==> config.mk <==
export PLATFORM = sky130hd
export DESIGN_NAME = dcache_port_arbiter_flat
export DESIGN_NICKNAME = d
export VERILOG_FILES = /design/src/rtl/dcache_port_arbiter_if.sv /design/src/rtl/dcache_port_arbiter.sv /design/src/flat_wrapper.sv
export SDC_FILE = /design/constraint.sdc
export NUM_CORES = 1
export LEC_CHECK = 0
export ABC_AREA = 1
export BUFFER_PORTS_ARGS = -buffer_cell sky130_fd_sc_hd__buf_4
export CAP_MARGIN = 30
export CORE_AREA = 2 2 120 122
export CTS_CLUSTER_SIZE = 16
export DETAILED_ROUTE_END_ITERATION = 8
export DIE_AREA = 0 0 122 124
export PLACE_DENSITY_LB_ADDON = 0.05
export SETUP_SLACK_MARGIN = 0.5
export SYNTH_ARGS = -nofsm -noshare
export SYNTH_HDL_FRONTEND = slang
export SYNTH_SLANG_ARGS = --single-unit
==> constraint.sdc <==
create_clock -name clk -period 3 [get_ports clk]
set_input_delay 0 -clock clk [delete_from_list [all_inputs] [get_ports clk]]
set_output_delay 0 -clock clk [all_outputs]
set_load 0.01 [all_outputs]
==> src/rtl/dcache_port_arbiter_if.sv <==
// Request/response bundle for one side of a DCache request port.
// A requester (or the arbiter facing the cache) drives through master; the receiving side uses slave.
interface dcache_port_arbiter_if #(
    parameter int ADDR_W = 32,
    parameter int DATA_W = 32
);
    logic              read_mem;
    logic              write_mem;
    logic [ADDR_W-1:0] addr;
    logic              addr_valid;
    logic [DATA_W-1:0] write_data;
    logic              write_data_valid;
    logic              mem_done;
    logic [DATA_W-1:0] rdata;

    modport master (
        output read_mem, write_mem, addr, addr_valid, write_data, write_data_valid,
        input  mem_done, rdata
    );

    modport slave (
        input  read_mem, write_mem, addr, addr_valid, write_data, write_data_valid,
        output mem_done, rdata
    );
endinterface

==> src/rtl/dcache_port_arbiter.sv <==
// Shares the single DCache request port between the LSU and the DMA engine, one transaction in flight.
// LSU has priority; a saturating starvation counter forces a DMA win after STARVE_LIMIT contested LSU grants.
module dcache_port_arbiter #(
    parameter int ADDR_W       = 32,
    parameter int DATA_W       = 32,
    parameter int STARVE_LIMIT = 4
) (
    input  logic                          clk,
    input  logic                          rst_n,
    dcache_port_arbiter_if.slave          lsu,
    dcache_port_arbiter_if.slave          dma,
    dcache_port_arbiter_if.master         dcache,
    output logic                          gnt_lsu,
    output logic                          gnt_dma
);
    localparam int STARVE_W = $clog2(STARVE_LIMIT + 1);

    typedef enum logic [1:0] {
        IDLE     = 2'd0,
        BUSY_LSU = 2'd1,
        BUSY_DMA = 2'd2
    } state_t;

    state_t              state_reg, state_next;
    logic [STARVE_W-1:0] starve_cnt_reg, starve_cnt_next;
    logic                is_write_reg;
    logic [ADDR_W-1:0]   addr_reg;
    logic [DATA_W-1:0]   wdata_reg;

    logic                capture;
    logic                pick_dma;
    logic                starve_full;

    // Index 0 = LSU, index 1 = DMA
    logic [1:0] rd_in, wr_in, av_in, wdv_in, req;

    assign rd_in  = {dma.read_mem,         lsu.read_mem};
    assign wr_in  = {dma.write_mem,        lsu.write_mem};
    assign av_in  = {dma.addr_valid,       lsu.addr_valid};
    assign wdv_in = {dma.write_data_valid, lsu.write_data_valid};

    // A write (which wins over a simultaneous read) only counts once its data is valid.
    generate
        for (genvar gi = 0; gi < 2; gi++) begin : g_req
            assign req[gi] = av_in[gi] & (wr_in[gi] ? wdv_in[gi] : rd_in[gi]);
        end
    endgenerate

    assign starve_full = (starve_cnt_reg == STARVE_W'(STARVE_LIMIT));

    always_comb begin
        state_next      = state_reg;
        starve_cnt_next = starve_cnt_reg;
        capture         = 1'b0;
        pick_dma        = 1'b0;
        case (state_reg)
            IDLE: begin
                if (req[0] && !(req[1] && starve_full)) begin
                    state_next = BUSY_LSU;
                    capture    = 1'b1;
                    if (req[1] && !starve_full) begin
                        starve_cnt_next = starve_cnt_reg + STARVE_W'(1);
                    end
                end else if (req[1]) begin
                    state_next      = BUSY_DMA;
                    capture         = 1'b1;
                    pick_dma        = 1'b1;
                    starve_cnt_next = '0;
                end
            end
            BUSY_LSU, BUSY_DMA: begin
                if (dcache.mem_done) begin
                    state_next = IDLE;
                end
            end
            default: state_next = IDLE;
        endcase
    end

    always_ff @(posedge clk) begin
        if (!rst_n) begin
            state_reg      <= IDLE;
            starve_cnt_reg <= '0;
            is_write_reg   <= 1'b0;
            addr_reg       <= '0;
            wdata_reg      <= '0;
        end else begin
            state_reg      <= state_next;
            starve_cnt_reg <= starve_cnt_next;
            if (capture) begin
                is_write_reg <= wr_in[pick_dma];
                addr_reg     <= pick_dma ? dma.addr : lsu.addr;
                if (wr_in[pick_dma]) begin
                    wdata_reg <= pick_dma ? dma.write_data : lsu.write_data;
                end else begin
                    wdata_reg <= '0;
                end
            end
        end
    end

    logic busy, lsu_done, dma_done;

    assign busy     = (state_reg != IDLE);
    assign lsu_done = (state_reg == BUSY_LSU) & dcache.mem_done;
    assign dma_done = (state_reg == BUSY_DMA) & dcache.mem_done;

    // Cache-side outputs come only from captured registers, so requester changes mid-flight are invisible.
    assign dcache.read_mem         = busy & ~is_write_reg;
    assign dcache.write_mem        = busy & is_write_reg;
    assign dcache.addr             = busy ? addr_reg : '0;
    assign dcache.addr_valid       = busy;
    assign dcache.write_data       = (busy & is_write_reg) ? wdata_reg : '0;
    assign dcache.write_data_valid = busy & is_write_reg;

    assign lsu.mem_done = lsu_done;
    assign lsu.rdata    = lsu_done ? dcache.rdata : '0;
    assign dma.mem_done = dma_done;
    assign dma.rdata    = dma_done ? dcache.rdata : '0;

    assign gnt_lsu = (state_reg == BUSY_LSU);
    assign gnt_dma = (state_reg == BUSY_DMA);
endmodule

==> src/flat_wrapper.sv <==
// flat-port wrapper written by rule: the top's interface ports become plain ports
module dcache_port_arbiter_flat 
#(
    parameter int ADDR_W       = 32,
    parameter int DATA_W       = 32,
    parameter int STARVE_LIMIT = 4
)
  (clk, rst_n, gnt_lsu, gnt_dma, lsu_read_mem, lsu_write_mem, lsu_addr, lsu_addr_valid, lsu_write_data, lsu_write_data_valid, lsu_mem_done, lsu_rdata, dma_read_mem, dma_write_mem, dma_addr, dma_addr_valid, dma_write_data, dma_write_data_valid, dma_mem_done, dma_rdata, dcache_read_mem, dcache_write_mem, dcache_addr, dcache_addr_valid, dcache_write_data, dcache_write_data_valid, dcache_mem_done, dcache_rdata);
  dcache_port_arbiter_if #(.ADDR_W(ADDR_W), .DATA_W(DATA_W)) lsu_i ();
  dcache_port_arbiter_if #(.ADDR_W(ADDR_W), .DATA_W(DATA_W)) dma_i ();
  dcache_port_arbiter_if #(.ADDR_W(ADDR_W), .DATA_W(DATA_W)) dcache_i ();
  input  logic clk;
  input  logic rst_n;
  output logic gnt_lsu;
  output logic gnt_dma;
  input wire logic [$bits(lsu_i.read_mem)-1:0] lsu_read_mem;
  input wire logic [$bits(lsu_i.write_mem)-1:0] lsu_write_mem;
  input wire logic [$bits(lsu_i.addr)-1:0] lsu_addr;
  input wire logic [$bits(lsu_i.addr_valid)-1:0] lsu_addr_valid;
  input wire logic [$bits(lsu_i.write_data)-1:0] lsu_write_data;
  input wire logic [$bits(lsu_i.write_data_valid)-1:0] lsu_write_data_valid;
  output wire logic [$bits(lsu_i.mem_done)-1:0] lsu_mem_done;
  output wire logic [$bits(lsu_i.rdata)-1:0] lsu_rdata;
  input wire logic [$bits(dma_i.read_mem)-1:0] dma_read_mem;
  input wire logic [$bits(dma_i.write_mem)-1:0] dma_write_mem;
  input wire logic [$bits(dma_i.addr)-1:0] dma_addr;
  input wire logic [$bits(dma_i.addr_valid)-1:0] dma_addr_valid;
  input wire logic [$bits(dma_i.write_data)-1:0] dma_write_data;
  input wire logic [$bits(dma_i.write_data_valid)-1:0] dma_write_data_valid;
  output wire logic [$bits(dma_i.mem_done)-1:0] dma_mem_done;
  output wire logic [$bits(dma_i.rdata)-1:0] dma_rdata;
  output wire logic [$bits(dcache_i.read_mem)-1:0] dcache_read_mem;
  output wire logic [$bits(dcache_i.write_mem)-1:0] dcache_write_mem;
  output wire logic [$bits(dcache_i.addr)-1:0] dcache_addr;
  output wire logic [$bits(dcache_i.addr_valid)-1:0] dcache_addr_valid;
  output wire logic [$bits(dcache_i.write_data)-1:0] dcache_write_data;
  output wire logic [$bits(dcache_i.write_data_valid)-1:0] dcache_write_data_valid;
  input wire logic [$bits(dcache_i.mem_done)-1:0] dcache_mem_done;
  input wire logic [$bits(dcache_i.rdata)-1:0] dcache_rdata;
  assign lsu_i.read_mem = lsu_read_mem;
  assign lsu_i.write_mem = lsu_write_mem;
  assign lsu_i.addr = lsu_addr;
  assign lsu_i.addr_valid = lsu_addr_valid;
  assign lsu_i.write_data = lsu_write_data;
  assign lsu_i.write_data_valid = lsu_write_data_valid;
  assign lsu_mem_done = lsu_i.mem_done;
  assign lsu_rdata = lsu_i.rdata;
  assign dma_i.read_mem = dma_read_mem;
  assign dma_i.write_mem = dma_write_mem;
  assign dma_i.addr = dma_addr;
  assign dma_i.addr_valid = dma_addr_valid;
  assign dma_i.write_data = dma_write_data;
  assign dma_i.write_data_valid = dma_write_data_valid;
  assign dma_mem_done = dma_i.mem_done;
  assign dma_rdata = dma_i.rdata;
  assign dcache_read_mem = dcache_i.read_mem;
  assign dcache_write_mem = dcache_i.write_mem;
  assign dcache_addr = dcache_i.addr;
  assign dcache_addr_valid = dcache_i.addr_valid;
  assign dcache_write_data = dcache_i.write_data;
  assign dcache_write_data_valid = dcache_i.write_data_valid;
  assign dcache_i.mem_done = dcache_mem_done;
  assign dcache_i.rdata = dcache_rdata;
  dcache_port_arbiter #(.ADDR_W(ADDR_W), .DATA_W(DATA_W), .STARVE_LIMIT(STARVE_LIMIT)) u_core (.clk(clk), .rst_n(rst_n), .lsu(lsu_i), .dma(dma_i), .dcache(dcache_i), .gnt_lsu(gnt_lsu), .gnt_dma(gnt_dma));
endmodule
==> results.md, run 1 <==
- Hold Fails Final Rpt: 0
- Routed wire length: 17.2 mm
- Pwr/cell area: between 300 and 400 nW/um^2
- GPL Wtd Cong: 0.796
- Routed wire per std cell: approximately 13 um
- Share of post-route cells with drive strength above 1: 0.304
- Max Buffers Root-to-Sink: 2
- Die Ht: 124 um
- Critical Path AT: 2.49 ns
- Clock Sinks: 70
- Initial Util: 0.334
- Initial antenna violation count: 0
- CP Cell Sequence: inv_1, ha_1, inv_2, nor2_8, nand2_2, inv_2, nand2_1, nand3_1, nand3_1, inv_1
- Final period util: 0.740
- Hold buffers post-CTS: 60
- Mean Syn Cell Area: 5.76 um^2
- Gate Count Post-Synth: 795
- Tot Pwr: 3090 uW
- Sequential cell area fraction in the yosys report: 0.306
- Worst Setup Path Type: reg -> reg
- Critical path endpoint category: register
- All-Layer GR Usage: 0.221
- FF/Latch Area: 1400 um^2
- TritonRoute pass-1 iters: 4
- Unrepaired setup endpoints after global routing: false
- GRT overflow: 0
- First-pass GRT wire length: 26.6 mm
- Final Cell Area: 7780 um^2
- Slew margin rel.: 0.550
- Full die area: ~15000 um^2
- H-tree depth: 3
- Post-DP HPWL: 11.9 mm
- Filler Cell Count: approximately 1.4k
- Cts bufs inserted: 9
- Port Buffer Count: 306
- Clock Pin Slew Worst Setup and Hold Paths: 0.06 ns
- Critical path's slowest cell: inv_2
- Startpoint types: register
- Register bit count reported by yosys: 70
- Die X: 122 um
- Max Cap Viol: 0
- Final nets: 1308
- Pleak: 0.00428 uW
- Clk_skew: ~0.0048 ns
- Peak supply drop: 0.000252 V
- Clock root buffer: clkbuf_16
- Post-synthesis net count: around 1000
- DRC viols: 0
- CP Max Fanout: 33
- Slew Limit Fails: 0
- Avg Vias per Cell: 4.44
- Worst EP required: approximately 3.3 ns
- Resized cells post-CTS: 0
- Core area: ~14000 um^2
- CTS tree: built
- Ports: ~310
- Largest net degree at the start of global routing: 46
- Antenna diodes: 0
- Final setup TNS: 0 ns
- Synthesis-to-layout area growth: 70.0%
- # rows: 43
- YS warnings: 0
- Mapped cell area: 4580 um^2
- Vias: 5842
- Max stage delay on crit path: 0.59 ns
- Post-layout util: 0.567
- Vias in the first global route: approximately 5.5k
- Synth unique cells: 22
- Post-DP Area: 6860 um^2
- HP Class: in -> reg
- Fmax achieved: 451 MHz
- Iteration-0 DRC Markers: 328
- Footprint of the multi-input gates: 2280 um^2
- Postcts setup bufs: 0
- Clk_lat worst skew: 0.33 ns
- Status: finished, final reports clean
- Least-Margin Pin Slew: about 0.67 ns
- Crit path time final: 2.22 ns
- Setup violations, final: 0
- ANT nets after route: 0
==> cells in the final DEF, fill, tap and decap left out <==
| master | n |
|---|---|
| buf_4 | 319 |
| nand2_1 | 212 |
| inv_1 | 139 |
| nor2_1 | 132 |
| nand3_1 | 130 |
| dfxtp_1 | 70 |
| dlygate4sd3_1 | 60 |
| a21oi_1 | 36 |
| clkbuf_16 | 9 |
| nand2_2 | 5 |
| ha_1 | 5 |
| inv_2 | 4 |
| clkinv_2 | 2 |
| bufinv_16 | 2 |
| clkbuf_1 | 2 |
| nand3_2 | 1 |
| o21ai_1 | 1 |
| nor2_2 | 1 |
| nor2_8 | 1 |
| clkinv_1 | 1 |
| a211oi_1 | 1 |
| nand4_1 | 1 |
| xor2_1 | 1 |
| clkbuf_8 | 1 |
| buf_12 | 1 |
==> cells by family after synthesis <==
group / synth area share
AOI/OAI and AO/OA: 0.0421
xor gates and xnor gates: 0.00191
adders and majority gates: 0.0137
buffers and inverters: 0.196
DFF: 0.306
and+or+nand+nor: 0.440
==> path summary, 6_finish.rpt <==
kind / from / end / slack, ns / depth (start not counted)
max: u_core.state_reg[0] / u_core.addr_reg[14] / 0.78 / 10
min: lsu_addr[25] / u_core.addr_reg[25] / 0.01 / 5
max reg2reg: u_core.state_reg[0] / u_core.addr_reg[14] / 0.78 / 10
min reg2reg: u_core.wdata_reg[7] / u_core.wdata_reg[7] / 0.46 / 2
==> cell usage after synthesis (all sizes together) <==
cell type	number	share of area
clkbuf	17	0.014
nand2	217	0.18
ha	5	0.014
a211oi	1	0.0016
buf	37	0.064
clkinv	1	0.00082
nor2	134	0.11
nand3	131	0.14
o21ai	1	0.0011
a21oi	36	0.039
xor2	1	0.0019
nand4	1	0.0014
inv	143	0.12
dfxtp	70	0.31
==> cell type report <==
type                            instances  share of cell area
Clock inverter                          4             0.00901
Sequential cell                        70               0.180
Multi-Input combinational cell        527               0.293
Clock buffer                           12              0.0317
Timing Repair Buffer                  380               0.388
Tap cell                              180              0.0290
Inverter                              144              0.0695
==> power by group <==
part | internal, uW | switching [uW]
logic | 420 | 486
clock network | 748 | 395
registers | 1020 | 28.5
==> worst max-delay path: cells and delay by family (launching register included) <==
kind                       cells  cell delay [ns]
buffers and inverters          4             0.82
and+or+nand+nor                5             0.81
DFF                            1             0.32
adders and majority gates      1             0.21
==> routing by layer <==
layer,part of all wire,up-vias,GRT usage
met5,0,-,0
met4,0.020,0,0.0718
met3,0.059,26,0.0527
met2,0.49,164,0.392
met1,0.43,2607,0.263
li1,-,3045,-
==> stage by stage <==
| stage | std cells | setup slack [ns] | hold WS (ns) |
|---|---|---|---|
| 3_5_place_dp | 1241 | 0.811 | 0.310 |
| 5_1_grt | 1317 | 0.547 | 0.00778 |
| 2_1_floorplan | 795 | 1.34 | 0.109 |
| 3_3_place_gp | 1241 | 0.880 | 0.304 |
| 6_report | 1317 | 0.781 | 0.0124 |
| 4_1_cts | 1317 | 0.775 | 0.00152 |
(Power assumes the default switching activity.)
==> run 2, diff against run 1 <==
==> constraint.sdc (replaced) <==
create_clock -name clk -period 2.2 [get_ports clk]
set_input_delay 0 -clock clk [delete_from_list [all_inputs] [get_ports clk]]
set_output_delay 0 -clock clk [all_outputs]
set_load 0.01 [all_outputs]
==> results.md, run 2 (synthesis gave the netlist of run 1 again) <==
- Final nets: 1330 (+1.7%)
- Hold Fails Final Rpt: 0 (unchanged)
- Reg2reg start: u_core.starve_cnt_reg[0]
- Antenna diodes: 0 (unchanged)
- Critical Path AT: 1.96 ns (-0.53 ns)
- Critical path's slowest cell: dfxtp_2
- Initial Util: 0.334 (unchanged)
- Routed wire length: 18.4 mm (+7.2%)
- Ports: 307 (unchanged)
- Clk_skew: 0.00740 ns (+0.00260 ns)
- H-tree depth: 3 (unchanged)
- Max stage delay on crit path: 0.33 ns (-0.26 ns)
- Share of post-route cells with drive strength above 1: 0.349 (+0.0451)
- Worst Setup Path Type: reg -> reg
- Net Sw Power: 1360 uW (+49%)
- First-pass GRT wire length: 26.5 mm (-0.16%)
- Final setup TNS: 0 ns (unchanged)
- Avg Vias per Cell: 4.44 (about the same)
- Max Cap Viol: 0 (unchanged)
- Full die area: 15100 um^2 (unchanged)
- GRT overflow: 0 (unchanged)
- DRC viols: 0 (unchanged)
- Power share of the clock group: 0.359 (-0.011)
- All-Layer GR Usage: 0.222 (+0.000507)
- Unrepaired setup endpoints after global routing: true
- Final period util: 0.783 (+0.0428)
- CP Cell Sequence: inv_2, ha_4, nand2_1, inv_1, nand3_2, nand2_4, nand2_8, buf_12, clkinv_8, buf_12, buf_12, nand2_2, nand3_2, nand3_2, inv_1
- TritonRoute pass-1 iters: 5 (+1)
- DP Worst Slack: 0.333 ns (-0.478 ns)
- Largest net degree at the start of global routing: 47 (+2.2%)
- Clock Pin Slew Worst Setup and Hold Paths: 0.06 ns (about the same)
- Clk_lat worst skew: 0.34 ns (about the same)
- Sw Ratio: 0.299 (+0.00515)
- Startpoint types: register
- Iteration-0 DRC Markers: 309 (-5.8%)
- R2R cell count: 15 (+5)
- Slew margin rel.: 0.686 (+0.136)
- Register-to-register setup slack: 0.48 ns (-0.30 ns)
- Die X: 122 um (unchanged)
- Hold WS: 0.00726 ns (-0.00519 ns)
- Crit path time final: 1.72 ns (-0.498 ns)
- Core area: 13700 um^2 (unchanged)
- GPL Wtd Cong: 0.784 (-1.4%)
- Initial antenna violation count: 0 (unchanged)
- Critical path endpoint category: register
- Slew Limit Fails: 0 (unchanged)
- Post-DP HPWL: 12.0 mm (+1.1%)
- Commonest non-fill, non-tap cells in the layout: 319 x buf_4, 202 x nand2_1, 135 x inv_1, 132 x nor2_1, 118 x nand3_1
- Peak supply drop: 0.000373 V (+48%)
- Die Ht: 124 um (unchanged)
- Port Buffer Count: 306 (unchanged)
- Vias: 5944 (+1.7%)
- R2r endpoint: u_core.addr_reg[1]
- ANT nets after route: 0 (unchanged)
- Hold path endpoint: u_core.addr_reg[7]
- Sequential power share: 0.315 (-0.023)
- Cts bufs inserted: 9 (unchanged)
- Hold Path Depth: 5 (unchanged)
- CTS tree: built
- Final setup margin: 0.478 ns (-0.302 ns)
- Least-Margin Pin Slew: 0.469 ns (-0.206 ns)
- Combinational power share: 0.326 (+0.033)
- # rows: 43 (unchanged)
- HP Class: in -> reg
- Clock root buffer: clkbuf_16
- Max Buffers Root-to-Sink: 2 (unchanged)
- Clock Sinks: 70 (unchanged)
- Synthesis-to-layout area growth: 84.8%
- Hold Crit Start: lsu_addr[7]
- Routed wire per std cell: 13.8 um (+5.4%)
- Pleak: 0.00458 uW (+7.0%)
- Internal: 3180 uW (+45%)
- Worst EP required: 2.43 ns (-0.85 ns)
- Commonest non-fill, non-tap cell in the layout: buf_4
- Pwr/cell area: 536 nW/um^2 (+35%)
- CP Max Fanout: 8 (-76%)
- Fmax achieved: 581 MHz (+29%)
- Status: finished, final reports clean
- Setup violations, final: 0 (unchanged)
- Vias in the first global route: 5371 (-1.6%)
[run 2: how the worst max path moves through the flow]
stage                                       to                      from  depth (start not counted)
after floorplan            u_core.addr_reg[10]       u_core.state_reg[0]                         12
after global placement     u_core.addr_reg[25]       u_core.state_reg[0]                         12
after detailed placement   u_core.addr_reg[25]       u_core.state_reg[0]                         12
after CTS                 u_core.wdata_reg[10]  u_core.starve_cnt_reg[0]                         12
after global routing        u_core.addr_reg[1]  u_core.starve_cnt_reg[1]                         15
final                       u_core.addr_reg[1]  u_core.starve_cnt_reg[0]                         15
[run 2: repair_timing]
| action | 4_1_cts | 5_1_grt |
|---|---|---|
| hold buffers | 60 | 0 |
| gates cloned | 3 | 6 |
| buffers inserted | 0 | 8 |
| endpoints found under the hold margin | 32 | 0 |
| gates resized for setup | 17 | 55 |
| setup endpoints to repair | 100 | 159 |
| pin swaps | 2 | 12 |
[run 2: layer usage]
layer	GRT usage	up-vias	part of all wire
li1	-	3100	-
met1	0.274	2670	0.43
met2	0.392	162	0.50
met3	0.0440	12	0.054
met4	0.0632	0	0.0092
met5	0	-	0
[run 2: cell type report]
class | instances | area [um^2]
clock buffer | 12 | 256
clock inverter | 4 | 77.6
fill | 1330 | 5260
inverter | 144 | 558
multi-input combinational | 527 | 2450
sequential | 70 | 1410
tap | 180 | 225
timing repair buffer | 402 | 3480
[run 2: through the flow]
step           cells  power (uW)   util  instance area, um^2
3_5_place_dp    1246        2630  0.507                 6950
6_report        1339        4530  0.616                 8460
4_1_cts         1325        4410  0.586                 8040
5_1_grt         1339        4780  0.616                 8460
2_1_floorplan    795        2140      -                 4580
3_3_place_gp    1246        2620  0.507                 6950
[run 2: worst max-delay path, delay by kind of cell, from the launching register on]
family	cells	cell delay (ns)
flip-flops	1	0.33
buffers and inverters	7	0.58
adder cells (fa/ha/maj)	1	0.15
AND/OR/NAND/NOR	7	0.56
[run 2: power groups by stage]
stage          Combinational (uW)  Sequential (uW)  Clock, uW
6_report                     1480             1430       1630
5_1_grt                      1630             1440       1720
4_1_cts                      1330             1430       1650
3_5_place_dp                 1180             1450          0
3_3_place_gp                 1180             1450          0
2_1_floorplan                 704             1440          0
==> run 3, diff against run 2 <==
==> constraint.sdc (replaced) <==
create_clock -name clk -period 1.6 [get_ports clk]
set_input_delay 0 -clock clk [delete_from_list [all_inputs] [get_ports clk]]
set_output_delay 0 -clock clk [all_outputs]
set_load 0.01 [all_outputs]
==> results.md, run 3 (synthesis gave the netlist of run 1 again) <==
- Status: finished with violations
- Failing checks: negative setup slack
- Share of post-route cells with drive strength above 1: 0.518 (+0.169)
- Routed wire per std cell: 16.5 um (+20%)
- H-tree depth: 3 (unchanged)
- Hold Crit Start: rst_n
- Iteration-0 DRC Markers: 342 (+11%)
- Core area: 13700 um^2 (unchanged)
- Max Cap Viol: 0 (unchanged)
- Commonest non-fill, non-tap cell in the layout: buf_4
- First-pass GRT wire length: 31.0 mm (+17%)
- Max Buffers Root-to-Sink: 2 (unchanged)
- GPL Wtd Cong: 0.815 (+4.0%)
- Vias in the first global route: 5945 (+11%)
- Startpoint types: register
- Post-DP Area: 7300 um^2 (+5.1%)
- Post-layout util: 0.761 (+0.144)
- Final setup margin: -0.121 ns (-0.600 ns)
- Clock Pin Slew Worst Setup and Hold Paths: 0.06 ns (about the same)
- Critical Path AT: 1.93 ns (-0.03 ns)
- Power share of the clock group: 0.297 (-0.062)
- Worst path bufs/invs: 4 (-3)
- Initial antenna violation count: 0 (unchanged)
- GRT overflow: 0 (unchanged)
- Die X: 122 um (unchanged)
- Final nets: 1370 (+3.0%)
- Sw Ratio: 0.331 (+0.0322)
- CTS tree: built
- Crit path time final: 1.72 ns (-0.000374 ns)
- HP Class: in -> reg
- DP Worst Slack: -0.0463 ns (-0.380 ns)
- Least-Margin Pin Slew: 0.493 ns (+0.0242 ns)
- R2r endpoint: u_core.wdata_reg[29]
- Setup violations, final: 64 (+64)
- Combinational power share: 0.411 (+0.085)
- Port Buffer Count: 306 (unchanged)
- Critical path endpoint category: register
- Slew Limit Fails: 0 (unchanged)
- Largest net degree at the start of global routing: 36 (-23%)
- Sequential power share: 0.292 (-0.023)
- Cts bufs inserted: 9 (unchanged)
- Most common cell on crit path: nand2_8
- Pleak: 0.00505 uW (+10%)
- Commonest non-fill, non-tap cells in the layout: 266 x buf_4, 169 x nand2_1, 134 x inv_1, 77 x nand3_1, 66 x dfxtp_1
- All-Layer GR Usage: 0.265 (+0.0430)
- Ports: 307 (unchanged)
- Max stage delay on crit path: 0.32 ns (about the same)
- Clk_lat worst skew: 0.34 ns (about the same)
- Clk_skew: 0.00646 ns (-0.000933 ns)
- Net Sw Power: 2230 uW (+65%)
- Critical path's slowest cell: dfxtp_2
- Hold path endpoint: u_core.addr_reg[28]
- Final period util: 1.08 (+0.293)
- Unrepaired setup endpoints after global routing: true
- Hold Path Depth: 3 (-2)
- Slew margin rel.: 0.671 (-0.0142)
- Full die area: 15100 um^2 (unchanged)
- Clock root buffer: clkbuf_16
- Reg2reg start: u_core.starve_cnt_reg[1]
- Worst Setup Path Type: reg -> reg
- Peak supply drop: 0.000616 V (+65%)
- Worst EP required: 1.80 ns (-0.63 ns)
- Internal: 4510 uW (+42%)
- DRC viols: 0 (unchanged)
- Clock Sinks: 70 (unchanged)
- Routed wire length: 22.8 mm (+24%)
- Antenna diodes: 0 (unchanged)
- CP Cell Sequence: inv_2, ha_4, nand2_1, inv_1, nand3_2, nand2_4, nand2_8, nand2_8, nand2_8, buf_12, clkbuf_16, nand3_2, a21oi_1
- CP Max Fanout: 4 (-4)
- Final Cell Area: 10400 um^2 (+23%)
- Hold Fails Final Rpt: 0 (unchanged)
- Register-to-register setup slack: -0.12 ns (-0.60 ns)
- R2R cell count: 13 (-2)
- Vias: 6479 (+9.0%)
- Die Ht: 124 um (unchanged)
- Initial Util: 0.334 (unchanged)
- Avg Vias per Cell: 4.70 (+5.9%)
- ANT nets after route: 0 (unchanged)
- Hold WS: 0.0121 ns (+0.00485 ns)
- TritonRoute pass-1 iters: 5 (unchanged)
- Synthesis-to-layout area growth: 128%
- # rows: 43 (unchanged)
- CP Launch Point: u_core.starve_cnt_reg[1]
- Pwr/cell area: 646 nW/um^2 (+21%)
- Post-DP HPWL: 12.9 mm (+7.4%)
- Tot Pwr: 6740 uW (+49%)
- Cell family contributing the most delay on the critical path: simple AND/OR/NAND/NOR gates
- Fmax achieved: 581 MHz (about the same)
[run 3: cell count changes in the layout (fill, tap and decap cells not counted), moves of 16 or more]
cell,before,now
buf_12,9,25
buf_4,319,266
buf_6,3,62
nand2_1,202,169
nand2_2,9,29
nand3_1,118,77
nand3_2,12,52
nor2_1,132,40
nor2_2,1,30
nor2_4,0,63
[run 3: worst max path at each step]
stage                                 endpoint  depth (start not counted)
after floorplan            u_core.addr_reg[15]                         12
after global placement     u_core.addr_reg[10]                         12
after detailed placement   u_core.addr_reg[23]                         12
after CTS                  u_core.wdata_reg[0]                         11
after global routing      u_core.wdata_reg[29]                         13
final                     u_core.wdata_reg[29]                         13
[run 3: power by group through the flow]
stage / clock network [uW] / logic, uW / registers (uW)
2_1_floorplan: 0 / 1060 / 1980
3_3_place_gp: 0 / 1750 / 1990
3_5_place_dp: 0 / 1760 / 1990
4_1_cts: 2040 / 2340 / 1960
5_1_grt: 2120 / 2970 / 1980
6_report: 2000 / 2770 / 1970
[run 3: what timing repair did]
action,in CTS,in global routing
endpoints found under the hold margin,32,0
setup buffers,17,6
setup endpoints to repair,206,206
gates resized for setup,180,172
pin swaps,25,27
hold buffers,63,0
cloned,12,11
[run 3: worst reg2reg max path, cell delays in order (launching register included)]
cell       delay (ns)
dfxtp_2          0.32
inv_2            0.08
ha_4             0.13
nand2_1          0.04
inv_1            0.07
nand3_2          0.12
nand2_4          0.15
nand2_8          0.11
nand2_8          0.10
nand2_8          0.08
buf_12           0.14
clkbuf_16        0.15
nand3_2          0.05
a21oi_1          0.05
[run 3: metrics by stage]
| stage | std cells | TNS, ns |
|---|---|---|
| CTS | 1361 | -0.0784 |
| floorplan | 795 | 0 |
| global route | 1378 | -10.01 |
| global placement | 1254 | -0.00380 |
| detailed placement | 1254 | -0.554 |
| finish | 1378 | -4.92 |
[run 3: final cells by class]
type                            count  area [um^2]
Multi-Input combinational cell    527         3450
Clock inverter                      4         47.5
Sequential cell                    70         1410
Inverter                          144          584
Fill cell                        1004         3280
Tap cell                          180          225
Clock buffer                       11          243
Timing Repair Buffer              442         4480
[run 3: per-layer routing]
| metal | global-route usage | up-vias | routed length [um] |
|---|---|---|---|
| met5 | 0 | - | 0 |
| met4 | 0.106 | 0 | 671 |
| met3 | 0.0540 | 40 | 1460 |
| met2 | 0.495 | 245 | 12100 |
| met1 | 0.292 | 3005 | 8530 |
| li1 | - | 3189 | - |
